`config.mk`:
```
export PLATFORM = sky130hd
export DESIGN_NAME = rf_wb_bypass
export DESIGN_NICKNAME = d
export VERILOG_FILES = /design/src/rtl/rf_wb_bypass.sv
export SDC_FILE = /design/constraint.sdc
export NUM_CORES = 1
export LEC_CHECK = 0
export CORE_UTILIZATION = 45
export CTS_CLUSTER_DIAMETER = 60
export DETAILED_ROUTE_END_ITERATION = 10
export PLACE_DENSITY = 0.87
export SLEW_MARGIN = 20
export SYNTH_ARGS = -nofsm -noshare
export SYNTH_HDL_FRONTEND = slang
export SYNTH_SLANG_ARGS = --single-unit
```
`constraint.sdc`:
```
create_clock -name clk -period 6.17 [get_ports clk]
set_input_delay 0.617 -clock clk [delete_from_list [all_inputs] [get_ports clk]]
set_output_delay 0.617 -clock clk [all_outputs]
set_load 0.01 [all_outputs]
```
`src/rtl/rf_wb_bypass.sv`:
```
// rf_wb_bypass
//   Write-back and operand-bypass unit for the 5-stage pipeline.
//
//   It carries in-flight register writes from EX through the MEM and WB slots,
//   and the WB slot drives the register file's single write port. On the read
//   side it replaces the ID-stage register-file read data with newer in-flight
//   values. It also raises the load-use stall request.
//
// Ports
//   clk, rst              clock; asynchronous active-high reset
//   hold                  freeze MEM/WB slots; suppresses the RF write
//   flush                 invalidate the EX entry as it enters MEM
//   ex_valid/we/wr/wd     EX-stage register write
//   ex_is_load            EX write data is load data, not known yet
//   mem_load_data         load data returned during the MEM cycle
//   id_rr1/2, rf_rd1/2    ID source registers and RF read data
//   id_rd1/2              bypassed operands
//   rf_we/wr/wd           RF write port
//   stall_req             load-use hazard
module rf_wb_bypass #(
  parameter int XLEN = 32,
  parameter int RA   = 5
) (
  input  logic            clk,
  input  logic            rst,
  input  logic            hold,
  input  logic            flush,
  input  logic            ex_valid,
  input  logic            ex_we,
  input  logic [RA-1:0]   ex_wr,
  input  logic [XLEN-1:0] ex_wd,
  input  logic            ex_is_load,
  input  logic [XLEN-1:0] mem_load_data,
  input  logic [RA-1:0]   id_rr1,
  input  logic [RA-1:0]   id_rr2,
  input  logic [XLEN-1:0] rf_rd1,
  input  logic [XLEN-1:0] rf_rd2,
  output logic [XLEN-1:0] id_rd1,
  output logic [XLEN-1:0] id_rd2,
  output logic            rf_we,
  output logic [RA-1:0]   rf_wr,
  output logic [XLEN-1:0] rf_wd,
  output logic            stall_req
);

  // MEM slot
  logic            r_mem_valid;
  logic            r_mem_we;
  logic [RA-1:0]   r_mem_wr;
  logic [XLEN-1:0] r_mem_wd;
  logic            r_mem_is_load;

  // WB slot (its data is already resolved, so no load flag is kept)
  logic            r_wb_valid;
  logic            r_wb_we;
  logic [RA-1:0]   r_wb_wr;
  logic [XLEN-1:0] r_wb_wd;

  logic            w_ex_writing;
  logic            w_ex_fwd;
  logic            w_mem_writing;
  logic            w_wb_writing;
  logic [XLEN-1:0] w_mem_data;

  // First match wins: x0, then EX, MEM, WB, finally the register file.
  function automatic logic [XLEN-1:0] f_bypass(
    input logic [RA-1:0]   rr,
    input logic [XLEN-1:0] rf,
    input logic            ex_en,
    input logic [RA-1:0]   ex_a,
    input logic [XLEN-1:0] ex_d,
    input logic            mem_en,
    input logic [RA-1:0]   mem_a,
    input logic [XLEN-1:0] mem_d,
    input logic            wb_en,
    input logic [RA-1:0]   wb_a,
    input logic [XLEN-1:0] wb_d
  );
    if (rr == '0)                      return '0;
    else if (ex_en  && (ex_a  == rr))  return ex_d;
    else if (mem_en && (mem_a == rr))  return mem_d;
    else if (wb_en  && (wb_a  == rr))  return wb_d;
    else                               return rf;
  endfunction

  assign w_ex_writing  = ex_valid && ex_we && (ex_wr != '0);
  // A load in EX has no data yet; it can only stall, never forward.
  assign w_ex_fwd      = w_ex_writing && !ex_is_load;
  assign w_mem_writing = r_mem_valid && r_mem_we && (r_mem_wr != '0);
  assign w_wb_writing  = r_wb_valid && r_wb_we && (r_wb_wr != '0);
  assign w_mem_data    = r_mem_is_load ? mem_load_data : r_mem_wd;

  // ---- EX -> MEM -> WB slot advance ----
  always_ff @(posedge clk or posedge rst) begin
    if (rst) begin
      r_mem_valid   <= 1'b0;
      r_mem_we      <= 1'b0;
      r_mem_wr      <= '0;
      r_mem_wd      <= '0;
      r_mem_is_load <= 1'b0;
      r_wb_valid    <= 1'b0;
      r_wb_we       <= 1'b0;
      r_wb_wr       <= '0;
      r_wb_wd       <= '0;
    end else if (!hold) begin
      r_wb_valid    <= r_mem_valid;
      r_wb_we       <= r_mem_we;
      r_wb_wr       <= r_mem_wr;
      r_wb_wd       <= w_mem_data;
      r_mem_valid   <= ex_valid && !flush;
      r_mem_we      <= ex_we;
      r_mem_wr      <= ex_wr;
      r_mem_wd      <= ex_wd;
      r_mem_is_load <= ex_is_load;
    end
  end

  // ---- WB -> register file write port ----
  // Held entries write only on the cycle hold falls, so they write once.
  assign rf_we = w_wb_writing && !hold;
  assign rf_wr = r_wb_wr;
  assign rf_wd = r_wb_wd;

  // ---- ID operand bypass and load-use hazard ----
  always_comb begin
    id_rd1 = f_bypass(id_rr1, rf_rd1, w_ex_fwd, ex_wr, ex_wd,
                      w_mem_writing, r_mem_wr, w_mem_data,
                      w_wb_writing, r_wb_wr, r_wb_wd);
    id_rd2 = f_bypass(id_rr2, rf_rd2, w_ex_fwd, ex_wr, ex_wd,
                      w_mem_writing, r_mem_wr, w_mem_data,
                      w_wb_writing, r_wb_wr, r_wb_wd);
  end

  // ex_wr is nonzero whenever w_ex_writing is set, so a match implies a
  // nonzero source address. Flush is deliberately ignored here.
  assign stall_req = w_ex_writing && ex_is_load &&
                     ((ex_wr == id_rr1) || (ex_wr == id_rr2));

endmodule

```
==> results.yml <==
synthesis:
  yosys.area.top_type_share_pct: 32.5
  ys.flop_type: "dfrtp_1"
  synth_largest_area_cell: "dfrtp_1"
  ys_ff_latch: 79
  ys_types: 36
  ys_warn_count: 0
  netlist_instances: 590
  synthTopCellsByCount: "mux2_2, dfrtp_1, nand2_1"
  synth_edf_count: 0
  async_flop_share_pct: 100
  yosysSeqAreaShare_pct: 32.5
  synthTopCellsByArea: "dfrtp_1, mux2_2, o211ai_2"
  synth.avg_cell_area_sq_um: 10.3
  syn-num-nets: 740
  netlist_area_sq_um: 6070
  yosysMostFrequentCell: "mux2_2"
drt:
  drc: 0
  dr.pass1.iters: 5
  antenna_left: 0
  wl_per_cell_um: 20.3
  routed_wl_um: 20100
  num_vias: 5942
  drt_iter0_drc: 381
  viasPerCell: 6.01
grt:
  grtUsageTotal_pct: 28.5
  antenna_found_initial: 0
  grt_pass1_vias: 6119
  grt_max_degree: 80
  grt_pass1_wl_um: 31800
  grt-ovfl-total: 0
clocking:
  cts.path.max_buffers: 2
  clock-root-buffer: "clkbuf_16"
  hold_buffers: 0
  cts.sinks: 79
  cts_tree: "built"
  cts_setup_buffers: 0
  post_cts_resized: 0
  htree_levels: 3
  clkLatencyLatePin_ns: 0.33
  cts_buffers: 9
  clk_pin_slew_ns: 0.05
die:
  die_area_sq_um: 14000
  chipHeight_um: 118
  die_w_um: 118
  initial_core_util_pct: 46.1
  row_count: 42
  core_sq_um: 13200
  io_pins: 253
critical_path:
  crit_chain: "clkdlybuf4s50_1 -> or4_4 -> o2111ai_4 -> nor3_4 -> buf_4 -> or3_2 -> o211ai_1 -> clkdlybuf4s50_1"
  crit_path_end_kind: "output pin"
  cpMaxStageDelayCell: "or3_2"
  max_stage_delay_ns: 0.90
  crit_required_ns: 5.55
  cp-start-kind: "input pin"
  setup.worst_path.class: "input pin to output pin"
  path_max_fanout: 33
  rrSetupSlack_ns: 4.37
  crit_top_cell: "clkdlybuf4s50_1"
  ff2ff_path_depth: 2
  r2r_start: "r_mem_is_load$_DFFE_PP0N_"
  r2r_end: "rf_wd[22]$_DFFE_PP0N_"
  crit_arrival_ns: 4.21
finish:
  syn_to_final_growth_pct: 48.4
  final_cells: 989
  num_antenna_cells: 0
  final.fill_count: 993
  finish.utilization_pct: 68.4
  layout-drive-gt1-share_pct: 25.6
  nets: 958
  multi_input_area_sq_um: 3870
  regArea_sq_um: 1980
sta:
  max_slew_margin_pct: 30.8
  setup_violations: 0
  tns_ns: 0
  whs_ns: 0.503
  clock.fmax_mhz: 207
  worst_pin_slew_ns: 1.04
  rsz0062_at_grt: "false"
  slew_viol_final: 0
  fin_worst_skew_ns: 0.00669
  min_period_ns: 4.83
  fin_crit_sh_pct: 78.3
  hold_viol: 0
placement:
  port_buffers: 252
  dp.cells: 973
  place_congestion: 0.946
  hpwl_um: 13900
power:
  vdd_drop_max_mv: 0.162
  p_leak_uw: 0.00381
  p_per_area_nw_per_um2: 199
  total_power_uw: 1790
status:
  outcome: "complete, no violations"
hold_path:
  hold_class: "flip-flop to flip-flop"
  hold_end: "r_mem_wd[21]$_DFFE_PP0N_"
  min_path_cells: 1
  worstHoldStart: "r_mem_wd[21]$_DFFE_PP0N_"
flow_run:
  max-cap-violations: 0
==> cells in the final DEF, fill, tap and decap left out, types with 2 or more instances in the layout <==
cell type	netlist	final
buf_4	0	12
a221o_1	17	17
clkinv_2	0	2
a21oi_1	2	2
o21ai_0	2	2
bufinv_16	0	2
nor4_1	2	2
and3_1	15	15
nand2_1	49	48
nor2_1	4	4
mux2_2	141	141
nand4_1	36	36
clkbuf_1	43	2
clkbuf_8	0	2
o211ai_1	2	2
nor3_1	38	38
a211o_1	15	15
xnor2_1	14	14
xor2_1	16	16
clkdlybuf4s50_1	0	251
dfrtp_1	79	78
mux2i_1	32	32
clkbuf_16	0	9
nand3_1	23	23
o211ai_2	30	30
==> cell families (layout without fill, tap and decap cells) <==
logic type / after synthesis / after routing / synth area share (%)
xor+xnor: 30 / 30 / 4.33
buf+inv: 59 / 282 / 4.06
flops: 79 / 79 / 32.5
simple gates: 178 / 178 / 15.2
compound gates: 71 / 71 / 12.5
mux: 173 / 173 / 31.4
==> critical path, delay by kind of cell <==
kind	cells	cell delay (ns)
AOI/OAI and AO/OA	2	0.65
buffers and inverters	3	1.36
and+or+nand+nor	3	1.57
==> sequential cells by signal, indices dropped and copies added (netlist names), 5 cells and up <==
name / count
r_mem_wd: 32
rf_wr: 5
r_mem_wr: 5
rf_wd: 32
==> layer usage <==
| metal | track usage [%] | up-vias | wire (um) |
|---|---|---|---|
| met1 | 33.3 | 2889 | 7820 |
| met2 | 51.5 | 320 | 10300 |
| met3 | 4.44 | 60 | 1230 |
| met4 | 12.3 | 0 | 706 |
| met5 | 0 | - | 0 |
| li1 | - | 2673 | - |
==> how the worst max path moves through the flow <==
| stage | startpoint | endpoint | slack [ns] | cells after the start |
|---|---|---|---|---|
| CTS | ex_wr[1] | id_rd2[0] | 1.34 | 8 |
| floorplan | ex_wr[1] | id_rd2[10] | 3.26 | 7 |
| detailed placement | ex_wr[1] | id_rd2[0] | 1.35 | 8 |
| global placement | ex_wr[1] | id_rd2[31] | 1.47 | 8 |
| global route | ex_wr[1] | id_rd2[0] | 1.24 | 8 |
| finish | ex_wr[1] | id_rd2[0] | 1.34 | 8 |
==> through the flow <==
| step | setup slack [ns] | instance area (sq um) |
|---|---|---|
| 3_3_place_gp | 1.47 | 8680 |
| 6_report | 1.34 | 9020 |
| 2_1_floorplan | 3.26 | 6070 |
| 5_1_grt | 1.24 | 9020 |
| 3_5_place_dp | 1.35 | 8680 |
| 4_1_cts | 1.34 | 9010 |
==> final cells by class <==
cell class | count | share of cell area (%)
Timing Repair Buffer | 264 | 29.0
Clock inverter | 3 | 0.722
Inverter | 2 | 0.0971
Clock buffer | 13 | 2.89
Tap cell | 176 | 2.44
Multi-Input combinational cell | 452 | 42.9
Sequential cell | 79 | 21.9
==> where the power goes <==
group	total, uW	switching, uW	internal [uW]
Clock	576	200	376
Sequential	665	77.9	587
Combinational	552	206	346
(Power assumes the default switching activity.)
